--- config.mk ---
export PLATFORM = sky130hd
export DESIGN_NAME = vga_layer_mixer
export DESIGN_NICKNAME = d
export VERILOG_FILES = /design/src/rtl/vga_pkg.sv /design/src/rtl/vga_timing_gen.sv /design/src/rtl/vga_layer_mixer.sv
export SDC_FILE = /design/constraint.sdc
export NUM_CORES = 1
export LEC_CHECK = 0
export BUFFER_PORTS_ARGS = -buffer_cell sky130_fd_sc_hd__buf_2
export CORE_MARGIN = 1.5
export CORE_UTILIZATION = 46
export DETAILED_ROUTE_END_ITERATION = 16
export PLACE_DENSITY = 0.79
export SETUP_SLACK_MARGIN = 0.5
export SYNTH_ARGS = -nofsm -noshare
export SYNTH_HDL_FRONTEND = slang
export SYNTH_SLANG_ARGS = --single-unit
--- constraint.sdc ---
create_clock -name clk -period 4.6 [get_ports clk]
set_input_delay 0 -clock clk [delete_from_list [all_inputs] [get_ports clk]]
set_output_delay 0 -clock clk [all_outputs]
set_load 0.05 [all_outputs]
--- src/rtl/vga_pkg.sv ---
// vga_pkg: shared timing defaults, frame-size helpers and pixel types
package vga_pkg;
  localparam int H_ACTIVE_D = 800;
  localparam int H_FP_D     = 40;
  localparam int H_SYNC_D   = 128;
  localparam int H_BP_D     = 88;
  localparam int V_ACTIVE_D = 600;
  localparam int V_FP_D     = 1;
  localparam int V_SYNC_D   = 4;
  localparam int V_BP_D     = 23;
  localparam int RGB_W      = 3;
  typedef enum logic {MIX_OR = 1'b0, MIX_PRIO = 1'b1} mix_mode_e;
  function automatic int h_total(int a, int fp, int s, int bp);
    return a + fp + s + bp;
  endfunction
  function automatic int v_total(int a, int fp, int s, int bp);
    return a + fp + s + bp;
  endfunction
endpackage

--- src/rtl/vga_timing_gen.sv ---
// vga_timing_gen: pixel/line counters with raw sync, active and frame-start
module vga_timing_gen import vga_pkg::*; #(
  parameter int   H_ACTIVE = H_ACTIVE_D,
  parameter int   H_FP     = H_FP_D,
  parameter int   H_SYNC   = H_SYNC_D,
  parameter int   H_BP     = H_BP_D,
  parameter int   V_ACTIVE = V_ACTIVE_D,
  parameter int   V_FP     = V_FP_D,
  parameter int   V_SYNC   = V_SYNC_D,
  parameter int   V_BP     = V_BP_D,
  parameter logic SYNC_POL = 1'b1
) (
  input  logic        clk,
  input  logic        rst_n,
  output logic [10:0] c1,
  output logic [10:0] c2,
  output logic        hsync,
  output logic        vsync,
  output logic        active,
  output logic        frame_start
);
  localparam logic [10:0] H_END  = 11'(h_total(H_ACTIVE, H_FP, H_SYNC, H_BP) - 1);
  localparam logic [10:0] V_END  = 11'(v_total(V_ACTIVE, V_FP, V_SYNC, V_BP) - 1);
  localparam logic [10:0] HS_BEG = 11'(H_ACTIVE + H_FP);
  localparam logic [10:0] HS_END = 11'(H_ACTIVE + H_FP + H_SYNC);
  localparam logic [10:0] VS_BEG = 11'(V_ACTIVE + V_FP);
  localparam logic [10:0] VS_END = 11'(V_ACTIVE + V_FP + V_SYNC);
  localparam logic [10:0] HA     = 11'(H_ACTIVE);
  localparam logic [10:0] VA     = 11'(V_ACTIVE);
  logic [10:0] c1_q, c1_d, c2_q, c2_d;
  // column wraps at end of line; line advances only on that wrap
  always_comb begin
    c1_d = (c1_q == H_END) ? 11'd0 : c1_q + 11'd1;
    c2_d = (c1_q != H_END) ? c2_q : (c2_q == V_END) ? 11'd0 : c2_q + 11'd1;
  end
  // counter registers
  always_ff @(posedge clk or negedge rst_n) begin
    if (!rst_n) begin
      c1_q <= '0;
      c2_q <= '0;
    end else begin
      c1_q <= c1_d;
      c2_q <= c2_d;
    end
  end
  assign c1          = c1_q;
  assign c2          = c2_q;
  assign hsync       = (c1_q >= HS_BEG && c1_q < HS_END) ? SYNC_POL : ~SYNC_POL;
  assign vsync       = (c2_q >= VS_BEG && c2_q < VS_END) ? SYNC_POL : ~SYNC_POL;
  assign active      = (c1_q < HA) && (c2_q < VA);
  assign frame_start = (c1_q == '0) && (c2_q == '0);
endmodule

--- src/rtl/vga_layer_mixer.sv ---
// vga_layer_mixer: VGA timing with per-frame shadowed multi-layer colour mixing
module vga_layer_mixer import vga_pkg::*; #(
  parameter int   H_ACTIVE   = H_ACTIVE_D,
  parameter int   H_FP       = H_FP_D,
  parameter int   H_SYNC     = H_SYNC_D,
  parameter int   H_BP       = H_BP_D,
  parameter int   V_ACTIVE   = V_ACTIVE_D,
  parameter int   V_FP       = V_FP_D,
  parameter int   V_SYNC     = V_SYNC_D,
  parameter int   V_BP       = V_BP_D,
  parameter logic SYNC_POL   = 1'b1,
  parameter int   NUM_LAYERS = 4,
  parameter int   LAYER_LAT  = 1
) (
  input  logic                        clk,
  input  logic                        rst_n,
  input  logic [RGB_W*NUM_LAYERS-1:0] layer_rgb,
  input  logic [NUM_LAYERS-1:0]       cfg_layer_en,
  input  logic                        cfg_mode,
  output logic [10:0]                 c1,
  output logic [10:0]                 c2,
  output logic                        HSYNC_Sig,
  output logic                        VSYNC_Sig,
  output logic [4:0]                  Red_Sig,
  output logic [5:0]                  Green_Sig,
  output logic [4:0]                  Blue_Sig,
  output logic                        de,
  output logic                        frame_start
);
  localparam int D = LAYER_LAT + 1;
  typedef struct packed {logic fs; logic act; logic vs; logic hs;} ctl_t;
  localparam ctl_t CTL_IDLE = '{fs: 1'b0, act: 1'b0, vs: ~SYNC_POL, hs: ~SYNC_POL};
  logic hs_raw, vs_raw, act_raw, fs_raw;
  ctl_t pipe_q [D];
  ctl_t pipe_d [D];
  ctl_t ctl_o;
  logic [NUM_LAYERS-1:0] en_q, en_d;
  mix_mode_e mode_q, mode_d;
  logic [RGB_W-1:0] rgb_q, rgb_d;
  vga_timing_gen #(
    .H_ACTIVE(H_ACTIVE), .H_FP(H_FP), .H_SYNC(H_SYNC), .H_BP(H_BP),
    .V_ACTIVE(V_ACTIVE), .V_FP(V_FP), .V_SYNC(V_SYNC), .V_BP(V_BP),
    .SYNC_POL(SYNC_POL)
  ) u_timing (
    .clk(clk), .rst_n(rst_n), .c1(c1), .c2(c2),
    .hsync(hs_raw), .vsync(vs_raw), .active(act_raw), .frame_start(fs_raw)
  );
  // control delay line so sync/active/frame-start line up with the mixed pixel
  always_comb begin
    pipe_d[0] = '{fs: fs_raw, act: act_raw, vs: vs_raw, hs: hs_raw};
    for (int i = 1; i < D; i++) pipe_d[i] = pipe_q[i-1];
  end
  // config is captured only on the first pixel of a frame
  always_comb begin
    en_d   = fs_raw ? cfg_layer_en : en_q;
    mode_d = fs_raw ? mix_mode_e'(cfg_mode) : mode_q;
  end
  // OR blend, or highest-index enabled non-transparent layer wins
  always_comb begin
    rgb_d = '0;
    for (int i = 0; i < NUM_LAYERS; i++)
      if (en_q[i])
        rgb_d = (mode_q == MIX_PRIO) ? ((layer_rgb[RGB_W*i +: RGB_W] != '0) ? layer_rgb[RGB_W*i +: RGB_W] : rgb_d)
                                     : (rgb_d | layer_rgb[RGB_W*i +: RGB_W]);
  end
  // delay line, shadow config and mixed pixel registers
  always_ff @(posedge clk or negedge rst_n) begin
    if (!rst_n) begin
      for (int i = 0; i < D; i++) pipe_q[i] <= CTL_IDLE;
      en_q   <= '0;
      mode_q <= MIX_OR;
      rgb_q  <= '0;
    end else begin
      for (int i = 0; i < D; i++) pipe_q[i] <= pipe_d[i];
      en_q   <= en_d;
      mode_q <= mode_d;
      rgb_q  <= rgb_d;
    end
  end
  assign ctl_o       = pipe_q[D-1];
  assign HSYNC_Sig   = ctl_o.hs;
  assign VSYNC_Sig   = ctl_o.vs;
  assign de          = ctl_o.act;
  assign frame_start = ctl_o.fs;
  assign Red_Sig     = {5{rgb_q[2] & ctl_o.act}};
  assign Green_Sig   = {6{rgb_q[1] & ctl_o.act}};
  assign Blue_Sig    = {5{rgb_q[0] & ctl_o.act}};
endmodule
==> results of run 1 <==
==> final timing paths <==
path                                start        endpoint  slack [ns]  depth (start not counted)
min in group asynchronous           rst_n  u_timing.c2[5]        0.33                          2
min                          layer_rgb[9]        rgb_q[0]       0.006                          3
max                        u_timing.c1[7]         en_q[1]        2.75                          4
min reg2reg                     pipe_d[3]     frame_start        0.35                          0
max reg2reg                u_timing.c1[7]         en_q[1]        2.75                          4
max in group asynchronous           rst_n       HSYNC_Sig        3.75                          2
==> flip-flops by register name (all words and copies together), names as in the netlist <==
signal	count
HSYNC_Sig	1
VSYNC_Sig	1
de	1
en_q	4
frame_start	1
mode_q	1
pipe_d	4
rgb_q	3
u_timing.c1	11
u_timing.c2	11
==> final cells by class <==
type                            instances  area share [%]
Clock buffer                            7           3.559
Multi-Input combinational cell        131           37.18
Timing Repair Buffer                   70           16.50
Inverter                                5          0.7736
Tap cell                               50           2.579
Clock inverter                          1          0.2063
Sequential cell                        38           39.20
==> report_power, final <==
part,internal (W),switching (W),total (W)
sequential,0.000339,0.00000343,0.000343
clock,0.000121,0.000110,0.000231
combinational,0.0000313,0.0000863,0.000118
==> Yosys cell counts, drive strengths merged (6+ instances only) <==
library cell | instances | area share [%]
and2 | 6 | 1.9
and3 | 7 | 2.2
buf | 16 | 6.0
dfrtp | 38 | 47
nand2 | 14 | 2.6
nand3 | 13 | 3.2
nand4 | 9 | 3.1
nor2 | 12 | 2.2
o21ai | 6 | 1.5
o31ai | 6 | 2.2
xnor2 | 6 | 2.6
xor2 | 7 | 3.0
==> worst max-delay path, stage by stage (launching register included) <==
cell and delay, ns:
dfrtp_1 0.44, nor3_2 0.31, nand2_1 0.16, nor4_4 0.43
mux2_2 0.38
==> per-stage QoR <==
| stage | instances | worst slack [ns] | hold slack (ns) |
|---|---|---|---|
| after CTS | 302 | 2.722 | 0.003187 |
| after detailed placement | 284 | 2.733 | 0.1477 |
| after floorplan | 192 | 2.604 | -0.2956 |
| final | 302 | 2.749 | 0.005743 |
| after global placement | 284 | 2.811 | 0.1358 |
| after global routing | 302 | 2.571 | 0.01960 |
==> routing by layer <==
metal | global-route usage (%) | up-vias | wire length (um)
met3 | 5.994 | 7 | 344
met1 | 24.55 | 803 | 1876
met2 | 27.03 | 92 | 1861
met4 | 9.150 | 0 | 87
li1 | - | 805 | -
met5 | 0 | - | 0
==> cells by family (layout without fill, tap and decap cells) <==
logic type      Yosys count  in the layout  share of synthesized area [%]
compound gates           26             26                          8.955
xor+xnor                 13             13                          5.659
fa+ha+maj                 5              5                          3.109
buf+inv                  23             83                          7.897
flops                    38             38                          47.26
mux                       9              9                          4.788
simple gates             78             78                          22.33
==> results.json, run 1 <==
{
  "dieArea_sq_um": 4780,
  "final_cell_mix": "buf_2, dfrtp_1, nand2_1",
  "synth_warnings": 0,
  "wl_um": 4169,
  "p_leak_nw": 1.171,
  "clock.fmax_ghz": 0.5402,
  "num_vias": 1707,
  "p_total_w": 0.0006914,
  "die_x_um": 69.14,
  "clock_latency_ns": 0.29,
  "synth_area_per_cell_sq_um": 10.48,
  "crit_required_ns": 4.77,
  "status": "finished, final reports clean",
  "grt_pass1_wl_um": 7120,
  "setup_viol": 0,
  "setup_tns_ns": 0,
  "yosysSeqAreaShare_pct": 47.26,
  "multi_input_comb_area_sq_um": 902.1,
  "cts_root_buffer": "clkbuf_8",
  "die_h_um": 69.14,
  "cts_resized": 0,
  "clock_tree.buffer_depth": 2,
  "tightestPinTransition_ns": 0.8174,
  "ant_nets": 0,
  "place.port_buffers": 60,
  "cts_htree_levels": 2,
  "finalCritPeriodShare_pct": 40.25,
  "worstPathMaxFanout": 6,
  "postCtsSetupRepairBufs": 0,
  "n_fill_cell": 358,
  "clock_skew_ns": 0.005644,
  "antenna_found_initial": 0,
  "area_growth_pct": 20.58,
  "cp-end-kind": "flop",
  "dpl_cell_area_sq_um": 2235,
  "yosys_register_bits": 38,
  "path_class": "reg2reg",
  "cts_hold_buf": 10,
  "slew_headroom_pct": 45.50,
  "cap_violations": 0,
  "antenna_cells": 0,
  "cts_buffers": 5,
  "start_util_pct": 48.89,
  "critPathArrivalTime_ns": 2.02,
  "path_clk_slew_ns": 0.07,
  "synthArstFlopShare_pct": 100.0,
  "syn_area_sq_um": 2012,
  "grt_usage_pct": 18.46,
  "synth_ff_type": "dfrtp_1",
  "coreArea_sq_um": 4115,
  "rsz0062_at_grt": "false",
  "hold_viol": 0,
  "drive_gt1_share_pct": 31.35,
  "ir_worst_vdd_mv": 0.2296,
  "synth_edf_count": 0,
  "vias_per_cell": 5.652,
  "grt_pass1_vias": 1563,
  "p_per_area_nw_per_um2": 285.0,
  "drt_iter0_drc": 83,
  "regArea_sq_um": 950.9,
  "min_path_type": "in2reg",
  "syn-num-nets": 216,
  "post-route-util_pct": 58.95,
  "synth_cells": 192,
  "clock-sinks": 38,
  "nets": 275,
  "report.final.slew_viol_count": 0,
  "overflow": 0,
  "wire_per_inst_um": 13.80,
  "ios": 61,
  "fin_crit_ns": 1.851,
  "post-dp-hpwl_um": 2982,
  "gp_congestion": 0.9542,
  "ys_types": 36,
  "final_common_cell": "buf_2",
  "drc": 0,
  "dr.pass1.iters": 4,
  "final_area_sq_um": 2426,
  "grt_max_degree": 39,
  "crit_path_start_kind": "flop",
  "cts_tree": "done",
  "rows": 23
}
Power figures use the tool's default switching activity.
==> run 2, diff against run 1 <==
--- a/config.mk
+++ b/config.mk
@@ -9,7 +9,7 @@
 export CORE_MARGIN = 1.5
 export CORE_UTILIZATION = 46
 export DETAILED_ROUTE_END_ITERATION = 16
-export PLACE_DENSITY = 0.79
+export PLACE_DENSITY = 0.82
 export SETUP_SLACK_MARGIN = 0.5
 export SYNTH_ARGS = -nofsm -noshare
 export SYNTH_HDL_FRONTEND = slang
==> constraint.sdc (replaced) <==
create_clock -name clk -period 1.5 [get_ports clk]
set_input_delay 0 -clock clk [delete_from_list [all_inputs] [get_ports clk]]
set_output_delay 0 -clock clk [all_outputs]
set_load 0.05 [all_outputs]
==> run 2 against run 1 <==
Compared with the run above:
- the run now ends with negative setup slack left
- design area increased by 63%
- worst setup slack got worse by 3.1 ns
- die area unchanged
- total power increased to 3.6 times the previous value
- sequential cell count unchanged
- sequential share of layout area decreased by 15 points
- register-to-register slack got worse by 3.1 ns
- critical path depth increased by 2
- final cell count increased by 26%
- clock-buffer cell count unchanged
- critical endpoint is now u_timing.c2[2]
- largest cell class is now buffers
- highest routed layer unchanged
==> results.json, run 2 (synthesized netlist as in run 1, its figures left out) <==
{
  "status": "complete, but fails checks",
  "violations": "negative setup slack",
  "dr.pass1.iters": 5,
  "setup_viol": 21,
  "ant_nets": 0,
  "fin_cells": 380,
  "cts_tree": "done",
  "ir_worst_vdd_mv": 0.6296,
  "die_x_um": 69.14,
  "gp_congestion": 0.8461,
  "setup_tns_ns": -3.152,
  "slew_headroom_pct": 62.40,
  "crit_path_start_kind": "flop",
  "drt_iter0_drc": 314,
  "grt_max_degree": 20,
  "cap_violations": 0,
  "path_clk_slew_ns": 0.08,
  "fin_crit_ns": 1.844,
  "antenna_cells": 0,
  "clock_tree.buffer_depth": 2,
  "place.port_buffers": 60,
  "rows": 23,
  "grt_usage_pct": 30.09,
  "drive_gt1_share_pct": 66.67,
  "n_fill_cell": 80,
  "antenna_found_initial": 0,
  "cp-end-kind": "flop",
  "overflow": 0,
  "rrSetupSlack_ns": -0.34,
  "hold_viol": 0,
  "tightestPinTransition_ns": 0.5552,
  "setup_slack_ns": -0.3442,
  "place_inst": 321,
  "nets": 353,
  "wire_per_inst_um": 27.18,
  "clock.fmax_ghz": 0.5422,
  "p_per_area_nw_per_um2": 632.4,
  "final_cell_mix": "buf_6, buf_8, buf_4",
  "report.final.slew_viol_count": 0,
  "start_util_pct": 48.89,
  "cts_buffers": 5,
  "holdWs_ns": 0.08988,
  "vias_per_cell": 6.603,
  "cts_root_buffer": "clkbuf_8",
  "post-route-util_pct": 96.32,
  "p_leak_nw": 1.777,
  "worstPathMaxFanout": 4,
  "dieArea_sq_um": 4780,
  "final_common_cell": "buf_6",
  "path_class": "reg2reg",
  "clock-sinks": 38,
  "drc": 0,
  "crit_required_ns": 1.68,
  "finalCritPeriodShare_pct": 122.9,
  "rsz0062_at_grt": "true",
  "coreArea_sq_um": 4115,
  "clock_latency_ns": 0.31,
  "die_h_um": 69.14,
  "post-dp-hpwl_um": 3705,
  "grt_pass1_vias": 2170,
  "area_growth_pct": 97.01,
  "grt_pass1_wl_um": 11250,
  "num_vias": 2509,
  "cts_htree_levels": 2,
  "ios": 61,
  "critPathArrivalTime_ns": 2.02,
  "min_path_type": "in2reg",
  "wl_um": 10330,
  "p_total_w": 0.002507,
  "clock_skew_ns": 0.008816
}
## run 2: repair_timing
item | CTS | global route
gates cloned | 1 | 0
pin swaps | 34 | 21
hold buffers | 11 | 1
endpoints found under the setup margin | 71 | 73
gates resized for setup | 170 | 55
endpoints found under the hold margin | 25 | 1
buffers inserted | 10 | 28
## run 2: power by group
part	switching [W]	internal [W]
Sequential	0.0000188	0.00104
Combinational	0.000329	0.000219
Clock	0.000402	0.000498
## run 2: cell type report
type,count,area (sq um),area share (%)
Tap cell,50,62.56,1.578
Timing Repair Buffer,147,1582,39.90
Sequential cell,38,978.4,24.68
Clock inverter,1,30.03,0.7576
Multi-Input combinational cell,132,1216,30.68
Inverter,5,18.77,0.4735
Clock buffer,7,76.32,1.926
## run 2: metal layers
metal	GRT usage [%]	up-vias	share of wire (%)
met5	0	-	0
met1	37.31	1194	32
li1	-	963	-
met3	4.678	92	9.5
met4	16.78	0	9.2
met2	50.00	260	49
## run 2: metrics by stage
stage / worst slack (ns) / cell area (sq um)
6_report: -0.3442 / 3964
5_1_grt: -0.3595 / 3964
4_1_cts: -0.1739 / 3516
3_5_place_dp: -0.1556 / 2621
3_3_place_gp: -0.09703 / 2621
2_1_floorplan: -0.3048 / 2230
## run 2: worst max-delay path, stage by stage (launching register included)
cell and delay (ns):
dfrtp_2 0.41, buf_6 0.11, ha_4 0.12, and4_4 0.27, nand4_4 0.16, a41o_1 0.29, o31ai_1 0.33
## run 2: final timing paths
| kind | depth (start not counted) | to | startpoint |
|---|---|---|---|
| max | 6 | u_timing.c2[2] | u_timing.c1[1] |
| min | 3 | rgb_q[0] | layer_rgb[9] |
| max reg2reg | 6 | u_timing.c2[2] | u_timing.c1[1] |
| min reg2reg | 0 | de | pipe_d[2] |
| max in group asynchronous | 3 | u_timing.c2[7] | rst_n |
| min in group asynchronous | 2 | u_timing.c1[4] | rst_n |
